==> config.mk <==
export PLATFORM = sky130hd
export DESIGN_NAME = pc_fetch_stage
export DESIGN_NICKNAME = d
export VERILOG_FILES = /design/src/rtl/pc_fetch_stage.sv
export SDC_FILE = /design/constraint.sdc
export NUM_CORES = 1
export LEC_CHECK = 0
export BUFFER_PORTS_ARGS = -buffer_cell sky130_fd_sc_hd__buf_2
export CAP_MARGIN = 10
export CORE_ASPECT_RATIO = 1.75
export CORE_MARGIN = 5
export CORE_UTILIZATION = 48
export DETAILED_ROUTE_END_ITERATION = 10
export PLACE_DENSITY = 0.8
export RECOVER_POWER = 50
export SLEW_MARGIN = 20
export SYNTH_ARGS = -nofsm -noshare
export SYNTH_HDL_FRONTEND = slang
export SYNTH_SLANG_ARGS = --single-unit
==> constraint.sdc <==
create_clock -name clk -period 2.1 [get_ports clk]
set_input_delay 0.21 -clock clk [delete_from_list [all_inputs] [get_ports clk]]
set_output_delay 0.21 -clock clk [all_outputs]
set_load 0.1 [all_outputs]
==> src/rtl/pc_fetch_stage.sv <==
// Instruction-fetch stage: PC register, next-PC select (branch > jump > stall > +4),
// IF/ID pipeline register with flush/stall, and a saturating redirect counter.
module pc_fetch_stage #(
    parameter logic [31:0] RESET_PC = 32'h0000_0000,
    parameter int          CNT_W    = 16
) (
    input  logic             clk,
    input  logic             rst_n,
    input  logic             stall_i,
    input  logic             branch_taken_i,
    input  logic [31:0]      branch_target_i,
    input  logic             jump_i,
    input  logic [25:0]      jump_index_i,
    input  logic [31:0]      instr_i,
    output logic [31:0]      imem_addr_o,
    output logic [31:0]      pc_plus4_o,
    output logic [31:0]      ifid_instr_o,
    output logic [31:0]      ifid_pc_plus4_o,
    output logic             ifid_valid_o,
    output logic [CNT_W-1:0] redirect_cnt_o
);

    logic [31:0] pc;
    logic [31:0] pc_next;
    logic        redirect;

    assign imem_addr_o = pc;
    assign pc_plus4_o  = pc + 32'd4;
    assign redirect    = branch_taken_i | jump_i;

    // Redirects take precedence over stall; the jump region comes from the
    // jump's own PC+4, which is the one sitting in IF/ID.
    always_comb begin
        pc_next = pc_plus4_o;
        if (branch_taken_i)
            pc_next = {branch_target_i[31:2], 2'b00};
        else if (jump_i)
            pc_next = {ifid_pc_plus4_o[31:28], jump_index_i, 2'b00};
        else if (stall_i)
            pc_next = pc;
    end

    always_ff @(posedge clk or negedge rst_n) begin
        if (!rst_n)
            pc <= {RESET_PC[31:2], 2'b00};
        else
            pc <= pc_next;
    end

    // Flush keeps ifid_pc_plus4 so a jump following a bubble still sees its region.
    always_ff @(posedge clk or negedge rst_n) begin
        if (!rst_n) begin
            ifid_instr_o    <= 32'h0;
            ifid_pc_plus4_o <= 32'h0;
            ifid_valid_o    <= 1'b0;
        end else if (redirect) begin
            ifid_instr_o <= 32'h0;
            ifid_valid_o <= 1'b0;
        end else if (!stall_i) begin
            ifid_instr_o    <= instr_i;
            ifid_pc_plus4_o <= pc_plus4_o;
            ifid_valid_o    <= 1'b1;
        end
    end

    always_ff @(posedge clk or negedge rst_n) begin
        if (!rst_n)
            redirect_cnt_o <= '0;
        else if (redirect && (redirect_cnt_o != {CNT_W{1'b1}}))
            redirect_cnt_o <= redirect_cnt_o + CNT_W'(1);
    end

endmodule

==> run_results.csv <==
group,metric,value,unit
logic_synthesis,synth-seq-cells,109,
clock_network,cts_sinks,109,
setup_path,worstSetupPathType,"flip-flop to output pin",
placement,dp_hpwl,14600,um
cells_and_area,layout_commonest_cell,"buf_2",
global_routing,grt_max_degree,39,
placement,io_buffers,231,
placement,place.gp.congestion,0.870,
setup_path,arrival,2230,ps
floorplan,chipHeight,153,um
timing,slew_headroom,0.216,
timing,report.final.hold_viol_count,0,
logic_synthesis,synth_edf_count,0,
timing,setup_violations,24,
setup_path,slowest_delay,570,ps
floorplan,coreArea,0.0115,sq mm
timing,layout_setup_ws,-339,ps
floorplan,ios,240,
global_routing,grtUsageTotal,0.272,
logic_synthesis,syn_avg_cell_area,9.60,sq um
timing,holdWs,57.4,ps
clock_network,clkTransAtPathRegs,80,ps
floorplan,fp.dieW,91.9,um
outcome,status,"finished with violations",
logic_synthesis,yosysTopAreaCell,"dfrtp_1",
timing,finalCritPeriodShare,1.16,
routing,drtPass1Iterations,5,
setup_path,worst-path-buf-inv,3,
cells_and_area,final_cell_mix,"182 x buf_2, 67 x dfrtp_1, 66 x nor2_1, 62 x buf_4, 61 x nand2_1",
global_routing,overflow,0,
logic_synthesis,ys_seq_area_frac,0.484,
clock_network,cts_tree,"done",
pwr,ir_worst_vdd,0.843,mV
timing,fmax,410,MHz
clock_network,clockBufferDepth,2,
setup_path,critical-path-slowest-cell,"or4_4",
timing,rsz0062_at_grt,"true",
pwr,p_leak,4.14,nW
routing,wl_per_cell,19.5,um
global_routing,grt_pass1_wl,30600,um
routing,drc,0,
logic_synthesis,synth_top_area_frac,0.484,
cells_and_area,utilization,0.756,
logic_synthesis,ys_types,56,
clock_network,cts_made_buffers,9,
routing,ant_nets,0,
routing,wl,19700,um
outcome,violations,"setup timing",
clock_network,h-tree-depth,3,
routing,routed_via_density,5.70,
setup_path,crit_family,"simple AND/OR/NAND/NOR gates",
logic_synthesis,synthArstFlopShare,1.00,
setup_path,crit_path_end_kind,"output pin",
timing,clock_skew,12.5,ps
clock_network,cts_root_buffer,"clkbuf_16",
global_routing,antenna_found_initial,1,
routing,num_vias,5747,
floorplan,num_rows,52,
flow_run,cap_violations,0,
timing,post-route-min-period,2440,ps
floorplan,start_util,0.490,
setup_path,cp-start-kind,"flip-flop",
floorplan,die_area,0.0141,sq mm
timing,maxSlewViolCount,0,
global_routing,grt_pass1_vias,6015,
cells_and_area,drive_gt1_frac,0.470,
cells_and_area,fin_nets,964,
clock_network,insertion_delay,360,ps
logic_synthesis,ys_warn_count,0,
setup_path,cp.required,1890,ps
timing,tightest_slew,1180,ps
hold_path,worstHoldPathType,"input pin to flip-flop",
routing,drtIter0Drc,356,
logic_synthesis,synth_top_flop_cell,"dfrtp_1",
logic_synthesis,postSynthCellCount,587,
setup_path,crit_chain,"ha_4 > clkinvlp_4 > buf_4 > or4_4 > xnor2_4 > buf_12",
setup_path,crit_fanout,5,
pwr,p_per_area,1020,mW/mm^2
logic_synthesis,netlist_top_cells_area,"dfrtp_1 48%, mux2i_1 6.2%, nor2_1 4.6%",
cells_and_area,syn_to_final_growth,54.4,%
logic_synthesis,syn_area,0.00564,sq mm
==> power by group <==
part / leakage, nW / switching, W / internal [W]
Sequential: 1.33 / 0.000287 / 0.00242
Combinational: 2.67 / 0.00345 / 0.000976
Clock: 0.145 / 0.000872 / 0.000848
Total: 4.14 / 0.00461 / 0.00424
==> timing repair <==
item | CTS | global route
endpoints found under the setup margin | 25 | 30
hold buffers | 1 | 0
cloned | 1 | 0
endpoints found under the hold margin | 34 | 0
gates resized for setup | 19 | 23
setup buffers | 24 | 12
pin swaps | 23 | 16
==> registers in the layout, summed over array words and instances (netlist names) <==
| signal | flops |
|---|---|
| ifid_valid_o | 1 |
| ifid_pc_plus4_o | 30 |
| ifid_instr_o | 32 |
| imem_addr_o | 30 |
| redirect_cnt_o | 16 |
==> synth_stat cells, drive strengths merged, types with 6 or more instances <==
cell    number
a21oi       45
and3        11
and4         6
buf         21
clkbuf      17
dfrtp      109
inv         20
mux2        14
mux2i       35
nand2       63
nand3       21
nand4       14
nor2        69
nor3         7
o21ai       23
xnor2       28
xor2        18
==> cell type report <==
type	count	area, sq um
inverter	22	113
timing repair buffer	302	2060
multi-input combinational	423	3220
tap	135	169
sequential	109	2840
clock buffer	9	225
antenna	1	2.50
clock inverter	7	75.1
fill	759	2810
==> final timing paths <==
check	from	end	slack, ps	depth (start not counted)
hold / removal	branch_target_i[10]	imem_addr_o[10]$_DFFE_PN0P_	60	3
hold reg to reg	ifid_valid_o$_DFFE_PN0P_	ifid_valid_o$_DFFE_PN0P_	480	1
setup reg to reg	imem_addr_o[3]$_DFFE_PN0P_	imem_addr_o[27]$_DFFE_PN0P_	-50	8
setup / recovery	imem_addr_o[3]$_DFFE_PN0P_	pc_plus4_o[14]	-340	6
max in group asynchronous	rst_n	imem_addr_o[14]$_DFFE_PN0P_	350	3
min in group asynchronous	rst_n	ifid_pc_plus4_o[25]$_DFFE_PN0P_	520	2
==> routing by layer <==
layer	share of wire	track usage
met1	0.33	0.285
met2	0.54	0.499
met3	0.072	0.0546
met4	0.051	0.150
met5	0	0
==> stage by stage <==
stage	cells	instance area (sq um)	setup TNS [ps]	setup slack (ps)	power, W
6_report	1008	8710	-5620	-339	0.00885
5_1_grt	1008	8710	-7500	-446	0.00916
4_1_cts	997	8570	-4690	-269	0.00884
3_5_place_dp	955	7990	-33.3	-33.3	0.00706
3_3_place_gp	955	7990	0	20.1	0.00699
2_1_floorplan	592	6200	-14690	-571	0.00607
==> worst reg2reg max path: stages (launching register included) <==
cell	delay, ps
dfrtp_4	500
buf_4	160
and2_1	170
and3_2	290
nand4b_1	250
buf_4	160
buf_4	100
nor3_1	50
a311o_1	340
==> logic make-up after synthesis <==
group           count (synthesis)  share of synthesized area
simple gates                  211                      0.183
compound gates                109                      0.119
flops                         109                      0.484
buf+inv                        60                     0.0462
mux                            49                     0.0901
xor+xnor                       46                     0.0728
fa+ha+maj                       2                    0.00444
other cells                     1                   0.000665
Power figures use the tool's default switching activity.
